--- config.mk ---
export PLATFORM = sky130hd
export DESIGN_NAME = error_poly_sampler
export DESIGN_NICKNAME = d
export VERILOG_FILES = /design/src/rtl/error_sampler_pkg.sv /design/src/rtl/cbd_popcount.sv /design/src/rtl/error_poly_sampler.sv
export SDC_FILE = /design/constraint.sdc
export NUM_CORES = 1
export LEC_CHECK = 0
export ABC_AREA = 1
export ABC_CLOCK_PERIOD_IN_PS = 5100
export BUFFER_PORTS_ARGS = -buffer_cell sky130_fd_sc_hd__buf_4
export CAP_MARGIN = 20
export CELL_PAD_IN_SITES_DETAIL_PLACEMENT = 0
export CELL_PAD_IN_SITES_GLOBAL_PLACEMENT = 1
export CORE_UTILIZATION = 40
export CTS_CLUSTER_SIZE = 20
export DETAILED_ROUTE_END_ITERATION = 10
export PLACE_DENSITY = 0.86
export SYNTH_ARGS = -nofsm -noshare
export SYNTH_HDL_FRONTEND = slang
export SYNTH_SLANG_ARGS = --single-unit
--- constraint.sdc ---
create_clock -name clk -period 5.1 [get_ports clk]
set_input_delay 0.51 -clock clk [delete_from_list [all_inputs] [get_ports clk]]
set_output_delay 0.51 -clock clk [all_outputs]
set_load 0.005 [all_outputs]
--- src/rtl/error_sampler_pkg.sv ---
// ============================================================================
// Module      : error_sampler_pkg
// Description : Shared widths, FSM state type and ternary pair selector for
//               the error polynomial sampler.
// Revision    : 1.0 - initial release
// ============================================================================
`default_nettype none

package error_sampler_pkg;

    localparam int ETA        = 21;
    localparam int RND_W      = 64;
    localparam int V_W        = 2;
    localparam int E_W        = 6;
    localparam int TERN_PAIRS = 10;

    typedef enum logic [1:0] {
        ST_IDLE   = 2'd0,
        ST_SAMPLE = 2'd1,
        ST_FLUSH  = 2'd2
    } state_t;

    typedef struct packed {
        logic           hit;
        logic [V_W-1:0] v;
    } tern_sel_t;

    // Rejection sampler for the ternary coefficient: the lowest pair that is
    // not 2'b11 wins; 2'b10 maps to the sign+magnitude code for -1.
    function automatic tern_sel_t select_ternary(input logic [2*TERN_PAIRS-1:0] pairs);
        tern_sel_t r;
        r.hit = 1'b0;
        r.v   = '0;
        for (int i = TERN_PAIRS - 1; i >= 0; i--) begin
            if (pairs[2*i +: 2] != 2'b11) begin
                r.hit = 1'b1;
                r.v   = (pairs[2*i +: 2] == 2'b10) ? 2'b11 : pairs[2*i +: 2];
            end
        end
        return r;
    endfunction

endpackage

`default_nettype wire

--- src/rtl/cbd_popcount.sv ---
// ============================================================================
// Module      : cbd_popcount
// Description : Combinational population count of one ETA-bit CBD half-word.
// Revision    : 1.0 - initial release
// ============================================================================
`default_nettype none

module cbd_popcount
    import error_sampler_pkg::*;
(
    input  logic [ETA-1:0] i_bits,
    output logic [4:0]     o_count
);

    always_comb begin
        o_count = '0;
        for (int i = 0; i < ETA; i++) begin
            o_count = o_count + 5'(i_bits[i]);
        end
    end

endmodule

`default_nettype wire

--- src/rtl/error_poly_sampler.sv ---
// ============================================================================
// Module      : error_poly_sampler
// Description : Samples one ternary (v) and one CBD (e1) polynomial pair from
//               a 64-bit random stream and writes them to BRAM in order.
//               Optional macro ERROR_SAMPLER_STATS_EN adds reject_count.
// Revision    : 1.0 - initial release
// ============================================================================
`default_nettype none

module error_poly_sampler
    import error_sampler_pkg::*;
#(
    parameter int N    = 8192,
    parameter int LOGN = 13
) (
    input  logic             clk,
    input  logic             rst,
    input  logic             start,
    output logic             busy,
    output logic             done,
    input  logic [RND_W-1:0] rnd_data,
    input  logic             rnd_valid,
    output logic             rnd_ready,
    output logic [LOGN-1:0]  error_bram_wr_addr,
    output logic [V_W-1:0]   v_bram_wr_data,
    output logic [E_W-1:0]   e1_bram_wr_data,
    output logic             error_bram_wea
`ifdef ERROR_SAMPLER_STATS_EN
    ,
    output logic [15:0]      reject_count
`endif
);

    localparam logic [LOGN-1:0] c_last = LOGN'(N - 1);

    state_t          r_state;
    state_t          w_state_next;

    logic            w_start_ok;
    logic            w_xfer;
    tern_sel_t       w_tern;
    logic            w_keep;
    logic            w_drop;
    logic            w_last_kept;
    logic            w_last_write;
    logic [4:0]      w_pop_a;
    logic [4:0]      w_pop_b;
    logic [4:0]      w_mag;
    logic [E_W-1:0]  w_e;
    logic            w_unused;

    logic [LOGN-1:0] r_kept_cnt;
    logic [LOGN-1:0] r_addr_cnt;
    logic            r_s1_valid;
    logic [4:0]      r_s1_pop_a;
    logic [4:0]      r_s1_pop_b;
    logic [V_W-1:0]  r_s1_v;
    logic            r_wea;
    logic [LOGN-1:0] r_wr_addr;
    logic [V_W-1:0]  r_v;
    logic [E_W-1:0]  r_e;
    logic            r_done;

    assign w_unused = &{1'b0, rnd_data[43:42]};

    cbd_popcount u_pop_a (
        .i_bits  (rnd_data[ETA-1:0]),
        .o_count (w_pop_a)
    );

    cbd_popcount u_pop_b (
        .i_bits  (rnd_data[2*ETA-1:ETA]),
        .o_count (w_pop_b)
    );

    // A start coinciding with done is dropped: the run has only just ended.
    assign w_start_ok   = start && (r_state == ST_IDLE) && !r_done;
    assign rnd_ready    = (r_state == ST_SAMPLE);
    assign w_xfer       = rnd_valid && rnd_ready;
    assign w_tern       = select_ternary(rnd_data[RND_W-1:RND_W-2*TERN_PAIRS]);
    assign w_keep       = w_xfer && w_tern.hit;
    assign w_drop       = w_xfer && !w_tern.hit;
    assign w_last_kept  = w_keep && (r_kept_cnt == c_last);
    assign w_last_write = r_wea && (r_wr_addr == c_last);

    // Magnitude is formed directly so equal counts can never yield -0.
    assign w_mag = (r_s1_pop_a >= r_s1_pop_b) ? (r_s1_pop_a - r_s1_pop_b)
                                              : (r_s1_pop_b - r_s1_pop_a);
    assign w_e   = {(r_s1_pop_a < r_s1_pop_b), w_mag};

    always_ff @(posedge clk) begin
        if (rst) begin
            r_state <= ST_IDLE;
        end else begin
            r_state <= w_state_next;
        end
    end

    always_comb begin
        w_state_next = r_state;
        case (r_state)
            ST_IDLE:   if (w_start_ok)   w_state_next = ST_SAMPLE;
            ST_SAMPLE: if (w_last_kept)  w_state_next = ST_FLUSH;
            ST_FLUSH:  if (w_last_write) w_state_next = ST_IDLE;
            default:                     w_state_next = ST_IDLE;
        endcase
    end

    always_ff @(posedge clk) begin
        if (rst) begin
            r_kept_cnt <= '0;
            r_addr_cnt <= '0;
            r_s1_valid <= 1'b0;
            r_s1_pop_a <= '0;
            r_s1_pop_b <= '0;
            r_s1_v     <= '0;
            r_wea      <= 1'b0;
            r_wr_addr  <= '0;
            r_v        <= '0;
            r_e        <= '0;
            r_done     <= 1'b0;
        end else begin
            r_done     <= w_last_write;
            r_s1_valid <= w_keep;
            r_wea      <= r_s1_valid;

            if (w_start_ok) begin
                r_kept_cnt <= '0;
            end else if (w_keep && (r_kept_cnt != c_last)) begin
                r_kept_cnt <= r_kept_cnt + 1'b1;
            end

            if (w_keep) begin
                r_s1_pop_a <= w_pop_a;
                r_s1_pop_b <= w_pop_b;
                r_s1_v     <= w_tern.v;
            end

            if (w_start_ok) begin
                r_addr_cnt <= '0;
            end else if (r_s1_valid) begin
                r_wr_addr <= r_addr_cnt;
                r_v       <= r_s1_v;
                r_e       <= w_e;
                if (r_addr_cnt != c_last) begin
                    r_addr_cnt <= r_addr_cnt + 1'b1;
                end
            end
        end
    end

`ifdef ERROR_SAMPLER_STATS_EN
    logic [15:0] r_reject_count;

    always_ff @(posedge clk) begin
        if (rst || w_start_ok) begin
            r_reject_count <= '0;
        end else if (w_drop && (r_reject_count != 16'hFFFF)) begin
            r_reject_count <= r_reject_count + 16'd1;
        end
    end

    assign reject_count = r_reject_count;
`else
    logic w_drop_unused;
    assign w_drop_unused = w_drop;
`endif

    assign busy               = (r_state != ST_IDLE);
    assign done               = r_done;
    assign error_bram_wea     = r_wea;
    assign error_bram_wr_addr = r_wr_addr;
    assign v_bram_wr_data     = r_v;
    assign e1_bram_wr_data    = r_e;

endmodule

`default_nettype wire
=== Word level (Yosys, flattened, before mapping) ===
Cells that the tools add are included.

* Multiply operators: 0
* Divide/modulo/power cells: 0
* Mux-type cells: 25
* $lt $le $gt $ge: 2
* Eq/ne operators: 29
* Add/subtract/negate cells: 44
* Bitwise gates (word level): 1
* Shift operators: 0
* Reductions and logical operators: 14

{| class="wikitable"
|+ Operators by type and width
! operator !! number
|-
| $add A5 B1 Y5 || 38
|-
| $mux W3 || 10
|-
| $add A13 B1 Y13 const B || 2
|-
| $eq A13 B13 Y1 const B || 2
|-
| $mux W2 || 13
|-
| $ne A13 B13 Y1 const B || 2
|-
| $ne A2 B2 Y1 const B || 12
|-
| $eq A2 B2 Y1 const B || 11
|-
| $sub A5 B5 Y5 || 2
|-
| $logic_and A1 B1 Y1 || 7
|-
| $pmux W2 S3 || 1
|-
| $ge A5 B5 Y1 || 1
|-
| $lt A5 B5 Y1 || 1
|-
| $mux W5 || 1
|-
| $add A1 B1 Y2 || 2
|-
| $reduce_and A2 Y1 || 2
|-
| $reduce_and A3 Y1 || 1
|-
| $eq A2 B1 Y1 const B || 1
|-
| $logic_not A2 Y1 || 1
|-
| $ne A2 B1 Y1 const B || 1
|-
| $reduce_bool A2 Y1 || 1
|-
| $reduce_or A2 Y1 || 1
|-
| $logic_not A1 Y1 || 1
|-
| $not A1 Y1 || 1
|}

* Word-level logic and storage cells: 127
* Latch bits: 0
* RAM bits: 0
* Bits of input ports: 68
* Memories: 0
* Output and inout port bits: 25
* Bits in read-only memories: 0
* Register bits: 64

=== Depth between registers and ports, before layout ===
Gate-level depths: netlist of run 1.

* Depth after elaboration: 20
* Mapped depth: 16
* Mapped depth without buffers: 16

=== By module ===
A second synthesis of run 1 with hierarchy kept.

* Cell total of the unflattened synthesis: 577
* Area, all modules: 4,342.9 um^2

{| class="wikitable"
|+ Modules (own cells, without submodules)
! module !! area an instance (um^2) !! times used !! seq. area each (um^2) !! cells an instance
|-
| error_poly_sampler || 3,201.8 || 1 || 1,281.2 || 437
|-
| cbd_popcount || 570.5 || 2 || 0.0 || 70
|}

=== Worst setup path before layout of run 1 ===
Ideal clock, no wire load.

* Kind: input-to-reg
* From: input port rnd_data[21]
* To: register r_s1_pop_b[2]
* Path buffers: 0
* Setup slack: 0.821 ns
* Data arrival time: 4.159 ns
* Stages on the path: 13
* Required time: 4.981 ns
* Setup time: 0.119 ns
* Cell sequence: ha_1 > inv_1 > fa_1 > fa_1 > fa_1 > fa_1 > fa_1 > inv_1 > ha_1 > fa_1 > xor2_1 > o21ai_0 > a21oi_1

* Longest elaborated chain between the ends: 20

{| class="wikitable"
|+ Ends and longest elaborated chain
! item !! line !! source
|-
| start, declared || error_poly_sampler.sv:21 || <nowiki>input logic [RND_W-1:0] rnd_data,</nowiki>
|-
| $add A1 B1 Y2 || cbd_popcount.sv:18 || <nowiki>o_count = o_count + 5'(i_bits[i]);</nowiki>
|-
| $add A5 B1 Y5 (19 in a row) || cbd_popcount.sv:18 ||
|-
| end signal, assigned || error_poly_sampler.sv:135 || <nowiki>r_s1_pop_b <= w_pop_b;</nowiki>
|-
| end, declared || error_poly_sampler.sv:56 || <nowiki>logic [4:0] r_s1_pop_b;</nowiki>
|}

Every way passes these cells.
A chain may end at the register's enable or synchronous reset.

=== Worst setup path in the final report of run 1 ===
Same ends and word-level chain as after synthesis.

==> flow_summary.json, run 1 <==
{
  "outcome": "completed",
  "period_minus_slack_ns": 4.23,
  "first_pass_iters": 4,
  "drc": 0,
  "ys_seq_area_share_pct": 29.8,
  "powerDensity_mw_per_mm2": 322,
  "yosysMostFrequentCell": "inv_1",
  "fp.coreArea_sq_mm": 0.0104,
  "max_freq_ghz": 0.237,
  "htree_levels": 3,
  "io_buffer_count": 90,
  "dpl.cell_count": 758,
  "syn2layout_area_growth_pct": 23.5,
  "cts_setup_buffers": 0,
  "hold_path.class": "primary input to flip-flop",
  "async_flop_share_pct": 0,
  "drive_above_1_share_pct": 21.9,
  "skew_ns": 0.00578,
  "critPathMaxFanout": 2,
  "antenna_found_initial": 0,
  "vias_per_cell": 4.81,
  "gp_congestion": 0.838,
  "clk_path_buf_depth": 2,
  "yosys_warnings": 0,
  "fin_ws_ns": 0.873,
  "fin_setup_tns_ns": 0,
  "relSlewSlack_pct": 43.0,
  "die_y_microns": 106,
  "pwr-share-comb_pct": 43.1,
  "ir_drop_mv": 0.229,
  "grt_pass1_vias": 3685,
  "tightest_slew_ns": 0.855,
  "wire_per_inst_microns": 11.7,
  "cts_buffers": 9,
  "grt_max_degree": 41,
  "cp-start-kind": "primary input",
  "cp_slowest_cell": "fa_1",
  "cts_resized": 0,
  "synth_area_leaders": "dfxtp_1 30%, fa_1 14%, inv_1 8.5%, ha_1 8.4%, a21oi_1 6.9%",
  "cp.required_ns": 5.31,
  "yosys.area.top_type": "dfxtp_1",
  "fp.dieArea_sq_mm": 0.0112,
  "setup.worst_path.end_class": "flip-flop",
  "min_period_over_period_pct": 82.9,
  "grt_pass1_wl_microns": 15700,
  "finalHoldViolations": 0,
  "synth_ff_type": "dfxtp_1",
  "drv_slew": 0,
  "root_buffer": "clkbuf_8",
  "slowest_delay_ns": 0.56,
  "synth_commonest_cells": "98 x inv_1, 64 x dfxtp_1, 61 x nand2_1",
  "synth_top_area_share_pct": 29.8,
  "clockPowerShare_pct": 26.1,
  "cp_cell_sequence": "buf_4 > ha_1 > inv_1 > fa_1 > fa_1 > fa_1 > fa_1 > fa_1 > inv_1 > ha_1 > fa_1 > xor2_1 > o21ai_0 > a21oi_1",
  "start_util_pct": 41.5,
  "avgSynthCellArea_sq_um": 7.90,
  "power.internal_w": 0.00110,
  "cts-hold-fix-buffers": 0,
  "p_leak_nw": 2.46,
  "syn_inst": 545,
  "via_count": 3727,
  "fin_nets": 761,
  "placed_area_sq_mm": 0.00510,
  "power_frac_seq_pct": 30.8,
  "p_switching_w": 0.000616,
  "p_sw_share_pct": 35.9,
  "cap_violations": 0,
  "worstSetupPathType": "primary input to flip-flop",
  "final-instance-count-excl-fill": 775,
  "synth_nets": 672,
  "grt_use_total_pct": 17.4,
  "die_x_microns": 106,
  "hpwl_microns": 7260,
  "route.antenna.remaining_nets": 0,
  "arrival_ns": 4.44,
  "synth.distinct_cells": 39,
  "pre_cts_slack_ns": 0.520,
  "report.final.setup_viol": 0,
  "path_clk_slew_ns": 0.07,
  "cts.sinks": 64,
  "io_pins": 93,
  "drt_iter0_drc": 119,
  "rsz0062_at_grt": "no",
  "clk_latency_ns": 0.34,
  "netlist_area_sq_mm": 0.00431,
  "fill_cells": 1023,
  "cts_tree": "yes",
  "synth_seq_cells": 64,
  "antenna_cells": 0,
  "rows": 37,
  "overflow": 0,
  "routed_wl_microns": 9100,
  "stdcell_area_sq_mm": 0.00532,
  "synth_edf_count": 0,
  "crit_top_cell": "fa_1"
}
==> layout by cell type (no fill, tap or decap), drive strengths merged, types with 4 or more instances in the layout <==
master	synthesis	routed
inv	108	108
buf	5	92
nand2	65	65
dfxtp	64	64
a21oi	60	60
o21ai	46	46
nor2	38	38
nand3	32	32
fa	30	30
ha	29	29
nor3	16	16
xor2	11	11
clkbuf	9	11
nand4	10	10
o211ai	4	4
==> registers in the layout (all words and copies together), names as in the netlist, 2 cells and up <==
signal              count
e1_bram_wr_data         6
error_bram_wr_addr     13
r_addr_cnt             13
r_kept_cnt             13
r_s1_pop_a              5
r_s1_pop_b              5
r_s1_v                  2
r_state                 2
v_bram_wr_data          2
==> path summary, 6_finish.rpt <==
path,endpoint,startpoint,slack [ns],cells past startpoint
worst max-delay path,r_s1_pop_b[2],rnd_data[21],0.87,14
worst min-delay path,r_state[1],rst,0.40,2
worst max register to register,e1_bram_wr_data[2],r_s1_pop_a[2],3.10,12
worst min register to register,r_kept_cnt[11],r_kept_cnt[11],0.47,2
==> worst max-delay path: cells and delay by family <==
kind / cells / cell delay (ns)
compound gates: 2 / 0.23
fa+ha+maj: 8 / 3.31
buf+inv: 3 / 0.22
xor+xnor: 1 / 0.17
==> logic make-up after synthesis <==
family	synth area share [%]
AND/OR/NAND/NOR	19.5
flip-flops	29.8
adder cells (fa/ha/maj)	22.4
XOR/XNOR	2.85
AO/OA/AOI/OAI	14.6
buffers and inverters	10.9
==> final cells by class <==
cell class	instances	area, sq um	share of cell area [%]
multi-input combinational	358	2560	48.1
inverter	109	412	7.74
tap	136	170	3.20
sequential	64	1280	24.1
clock buffer	11	151	2.85
clock inverter	5	55.1	1.04
timing repair buffer	92	691	13.0
==> power by group through the flow <==
stage | Combinational, W | Clock (W) | Sequential (W)
global route | 0.000869 | 0.000484 | 0.000531
CTS | 0.000749 | 0.000456 | 0.000529
global placement | 0.000718 | 0 | 0.000540
finish | 0.000738 | 0.000448 | 0.000529
detailed placement | 0.000745 | 0 | 0.000540
floorplan | 0.000557 | 0 | 0.000538
==> layer usage <==
metal | global-route usage [%] | share of wire (%) | vias up
met1 | 20.9 | 43 | 1696
li1 | - | - | 1932
met3 | 2.35 | 4.5 | 10
met2 | 31.5 | 51 | 89
met5 | 0 | 0 | -
met4 | 6.25 | 0.96 | 0
==> stage by stage <==
stage	power, W	hold WS (ns)	util (%)
floorplan	0.00109	0.444	-
global placement	0.00126	0.453	49.2
detailed placement	0.00129	0.457	49.2
CTS	0.00173	0.394	51.2
global route	0.00188	0.399	51.3
finish	0.00171	0.402	51.3
No activity file was read; power rests on OpenSTA's default activity.
==> run 2, diff against run 1 <==
--- a/config.mk
+++ b/config.mk
@@ -5,16 +5,16 @@
 export SDC_FILE = /design/constraint.sdc
 export NUM_CORES = 1
 export LEC_CHECK = 0
-export ABC_AREA = 1
-export ABC_CLOCK_PERIOD_IN_PS = 5100
+export ABC_AREA = 0
+export ABC_CLOCK_PERIOD_IN_PS = 3600
 export BUFFER_PORTS_ARGS = -buffer_cell sky130_fd_sc_hd__buf_4
 export CAP_MARGIN = 20
 export CELL_PAD_IN_SITES_DETAIL_PLACEMENT = 0
 export CELL_PAD_IN_SITES_GLOBAL_PLACEMENT = 1
-export CORE_UTILIZATION = 40
+export CORE_UTILIZATION = 37
 export CTS_CLUSTER_SIZE = 20
 export DETAILED_ROUTE_END_ITERATION = 10
-export PLACE_DENSITY = 0.86
+export PLACE_DENSITY = 0.83
 export SYNTH_ARGS = -nofsm -noshare
 export SYNTH_HDL_FRONTEND = slang
 export SYNTH_SLANG_ARGS = --single-unit
==> constraint.sdc (replaced) <==
create_clock -name clk -period 3.6 [get_ports clk]
set_input_delay 0.36 -clock clk [delete_from_list [all_inputs] [get_ports clk]]
set_output_delay 0.36 -clock clk [all_outputs]
set_load 0.005 [all_outputs]
==> run 2 against run 1 <==
Against the previous run: the run now ends with setup timing left; total power rose by 82%; sequential power rose by 46%; worst setup slack got worse by 1.3 ns; hold slack got worse by 0.072 ns.
==> flow_summary.json, run 2 <==
{
  "mostFrequentLayoutCell": "buf_4",
  "die_y_microns": 109,
  "synth_ff_type": "dfxtp_1",
  "synth_nets": 632,
  "synth_top_area_share_pct": 30.2,
  "vias_per_cell": 4.80,
  "worstRegToRegCells": 8,
  "die_x_microns": 109,
  "cp-start-kind": "primary input",
  "syn_inst": 505,
  "via_count": 3566,
  "pwr-share-comb_pct": 47.4,
  "fin_ws_ns": -0.424,
  "drive_above_1_share_pct": 24.7,
  "io_pins": 93,
  "arrival_ns": 4.21,
  "yosys.area.top_type": "dfxtp_1",
  "grt_use_total_pct": 16.4,
  "final_util_pct": 50.1,
  "outcome": "finished, violations left",
  "cp_cell_sequence": "buf_6 > ha_4 > inv_2 > fa_1 > fa_1 > fa_1 > fa_1 > fa_1 > inv_2 > ha_4 > fa_2 > a21o_1 > a211oi_2 > a211oi_1",
  "clk_latency_ns": 0.33,
  "critPathTopFamily": "adder cells",
  "placed_area_sq_mm": 0.00511,
  "netlist_area_sq_mm": 0.00424,
  "cap_violations": 0,
  "route.antenna.remaining_nets": 0,
  "min_period_over_period_pct": 112,
  "final_cell_mix": "93 x buf_4, 64 x dfxtp_1, 63 x inv_1, 61 x nand2_1, 42 x nor2_1",
  "path_clk_slew_ns": 0.05,
  "failed_checks": "setup timing",
  "gp_congestion": 0.803,
  "htree_levels": 3,
  "fill_cells": 1043,
  "start_util_pct": 38.6,
  "antenna_found_initial": 0,
  "p_leak_nw": 2.39,
  "p_switching_w": 0.00109,
  "rr_startpoint": "r_s1_pop_a[2]",
  "powerDensity_mw_per_mm2": 568,
  "hold_path.class": "primary input to flip-flop",
  "clk_path_buf_depth": 2,
  "grt_pass1_vias": 3411,
  "period_minus_slack_ns": 4.02,
  "worstHoldStart": "rnd_data[45]",
  "synth_edf_count": 0,
  "antenna_cells": 0,
  "drt_iter0_drc": 144,
  "overflow": 0,
  "power.internal_w": 0.00204,
  "finalHoldViolations": 0,
  "fp.dieArea_sq_mm": 0.0119,
  "synth_area_leaders": "dfxtp_1 30%, fa_1 14%, ha_1 8.6%, inv_1 6.2%, nand2_1 5.6%",
  "cp_num_buf_inv": 3,
  "routed_wl_microns": 9110,
  "io_buffer_count": 90,
  "root_buffer": "clkbuf_16",
  "hold_depth": 3,
  "report.final.setup_viol": 8,
  "syn2layout_area_growth_pct": 29.8,
  "synth.distinct_cells": 47,
  "ys_seq_area_share_pct": 30.2,
  "cts_buffers": 9,
  "avgSynthCellArea_sq_um": 8.40,
  "grt_max_degree": 39,
  "rsz0062_at_grt": "yes",
  "seqCellArea_sq_mm": 0.00128,
  "cp_slowest_cell": "fa_1",
  "cts_tree": "yes",
  "drv_slew": 0,
  "r2r_end": "e1_bram_wr_data[3]",
  "crit_top_cell": "fa_1",
  "critPathMaxFanout": 2,
  "clockPowerShare_pct": 27.8,
  "grt_pass1_wl_microns": 15200,
  "first_pass_iters": 4,
  "cts.sinks": 64,
  "relSlewSlack_pct": 46.4,
  "p_sw_share_pct": 34.8,
  "multi_input_area_sq_mm": 0.00273,
  "cp.required_ns": 3.78,
  "yosysMostFrequentCell": "inv_1",
  "yosys_warnings": 0,
  "worstSetupPathType": "primary input to flip-flop",
  "power_frac_seq_pct": 24.7,
  "async_flop_share_pct": 0,
  "stdcell_area_sq_mm": 0.00551,
  "tightest_slew_ns": 0.805,
  "drc": 0,
  "setup.worst_path.end_class": "flip-flop",
  "pre_cts_slack_ns": -0.794,
  "rows": 38,
  "synth_commonest_cells": "70 x inv_1, 64 x dfxtp_1, 63 x nand2_1",
  "ir_drop_mv": 0.330,
  "wire_per_inst_microns": 12.3,
  "holdPathEnd": "r_s1_v[1]",
  "fin_nets": 725,
  "hpwl_microns": 7150,
  "fp.coreArea_sq_mm": 0.0110,
  "synth_seq_cells": 64,
  "fin_setup_tns_ns": -2.42,
  "skew_ns": 0.00504,
  "max_freq_ghz": 0.249,
  "slowest_delay_ns": 0.52,
  "r2r_setup_slack_ns": 1.37
}
run 2: cell count changes after synthesis, sizes merged, moves of 9 or more:
cell | before | now
mux2i | 0 | 9
inv | 108 | 70
o21ai | 46 | 15
nor3 | 16 | 6
nor2b | 0 | 10
nand3 | 32 | 20
a21oi | 60 | 38
run 2: per-stage QoR:
stage	power (W)	hold slack [ns]	instances
final	0.00313	0.330	743
after CTS	0.00312	0.328	743
after floorplan	0.00181	0.432	505
after detailed placement	0.00216	0.446	725
after global routing	0.00341	0.362	743
after global placement	0.00209	0.442	725
run 2: worst max-delay path by stage:
stage            startpoint  cells after the start  slack [ns]            end
6_report       rnd_data[22]                     14       -0.42  r_s1_pop_b[4]
4_1_cts        rnd_data[22]                     14       -0.42  r_s1_pop_b[4]
5_1_grt        rnd_data[22]                     14       -0.57  r_s1_pop_b[4]
3_5_place_dp   rnd_data[22]                     14       -0.79  r_s1_pop_b[4]
2_1_floorplan  rnd_data[22]                     13       -0.46  r_s1_pop_b[4]
3_3_place_gp   rnd_data[22]                     14       -0.66  r_s1_pop_b[4]
run 2: logic make-up after synthesis:
logic type | share of synthesized area [%]
simple gates | 21.5
buf+inv | 8.09
compound gates | 10.6
flops | 30.2
fa+ha+maj | 22.7
xor+xnor | 4.75
mux | 2.12
run 2: final cells by class:
class / instances / share of cell area [%]
inverter: 70 / 4.77
sequential: 64 / 23.3
tap: 140 / 3.18
clock buffer: 10 / 4.34
multi-input combinational: 355 / 49.5
clock inverter: 6 / 1.23
timing repair buffer: 98 / 13.7
run 2: power by group through the flow:
| stage | sequential (W) | combinational [W] | clock (W) |
|---|---|---|---|
| floorplan | 0.000782 | 0.00103 | 0 |
| global placement | 0.000787 | 0.00130 | 0 |
| detailed placement | 0.000790 | 0.00137 | 0 |
| CTS | 0.000774 | 0.00146 | 0.000886 |
| global route | 0.000780 | 0.00170 | 0.000929 |
| finish | 0.000774 | 0.00148 | 0.000871 |
run 2: routing by layer:
layer	GRT usage, %	vias up	part of all wire [%]
met1	20.5	1624	46
met4	6.76	0	1.4
met3	3.41	9	5.1
li1	-	1847	-
met2	27.1	86	47
met5	0	-	0
run 2: what timing repair did:
item | CTS | global route
hold buffers | 0 | 0
gates cloned | 0 | 0
endpoints found under the setup margin | 8 | 8
setup buffers | 2 | 0
gates resized for setup | 12 | 9
pin swaps | 10 | 6
run 2: worst reg2reg max path: cells and delay by family (launching register included):
family,cells,cell delay [ns]
AOI/OAI and AO/OA,3,0.77
adders and majority gates,1,0.38
buffers and inverters,1,0.07
DFF,1,0.33
muxes,1,0.15
and+or+nand+nor,2,0.47
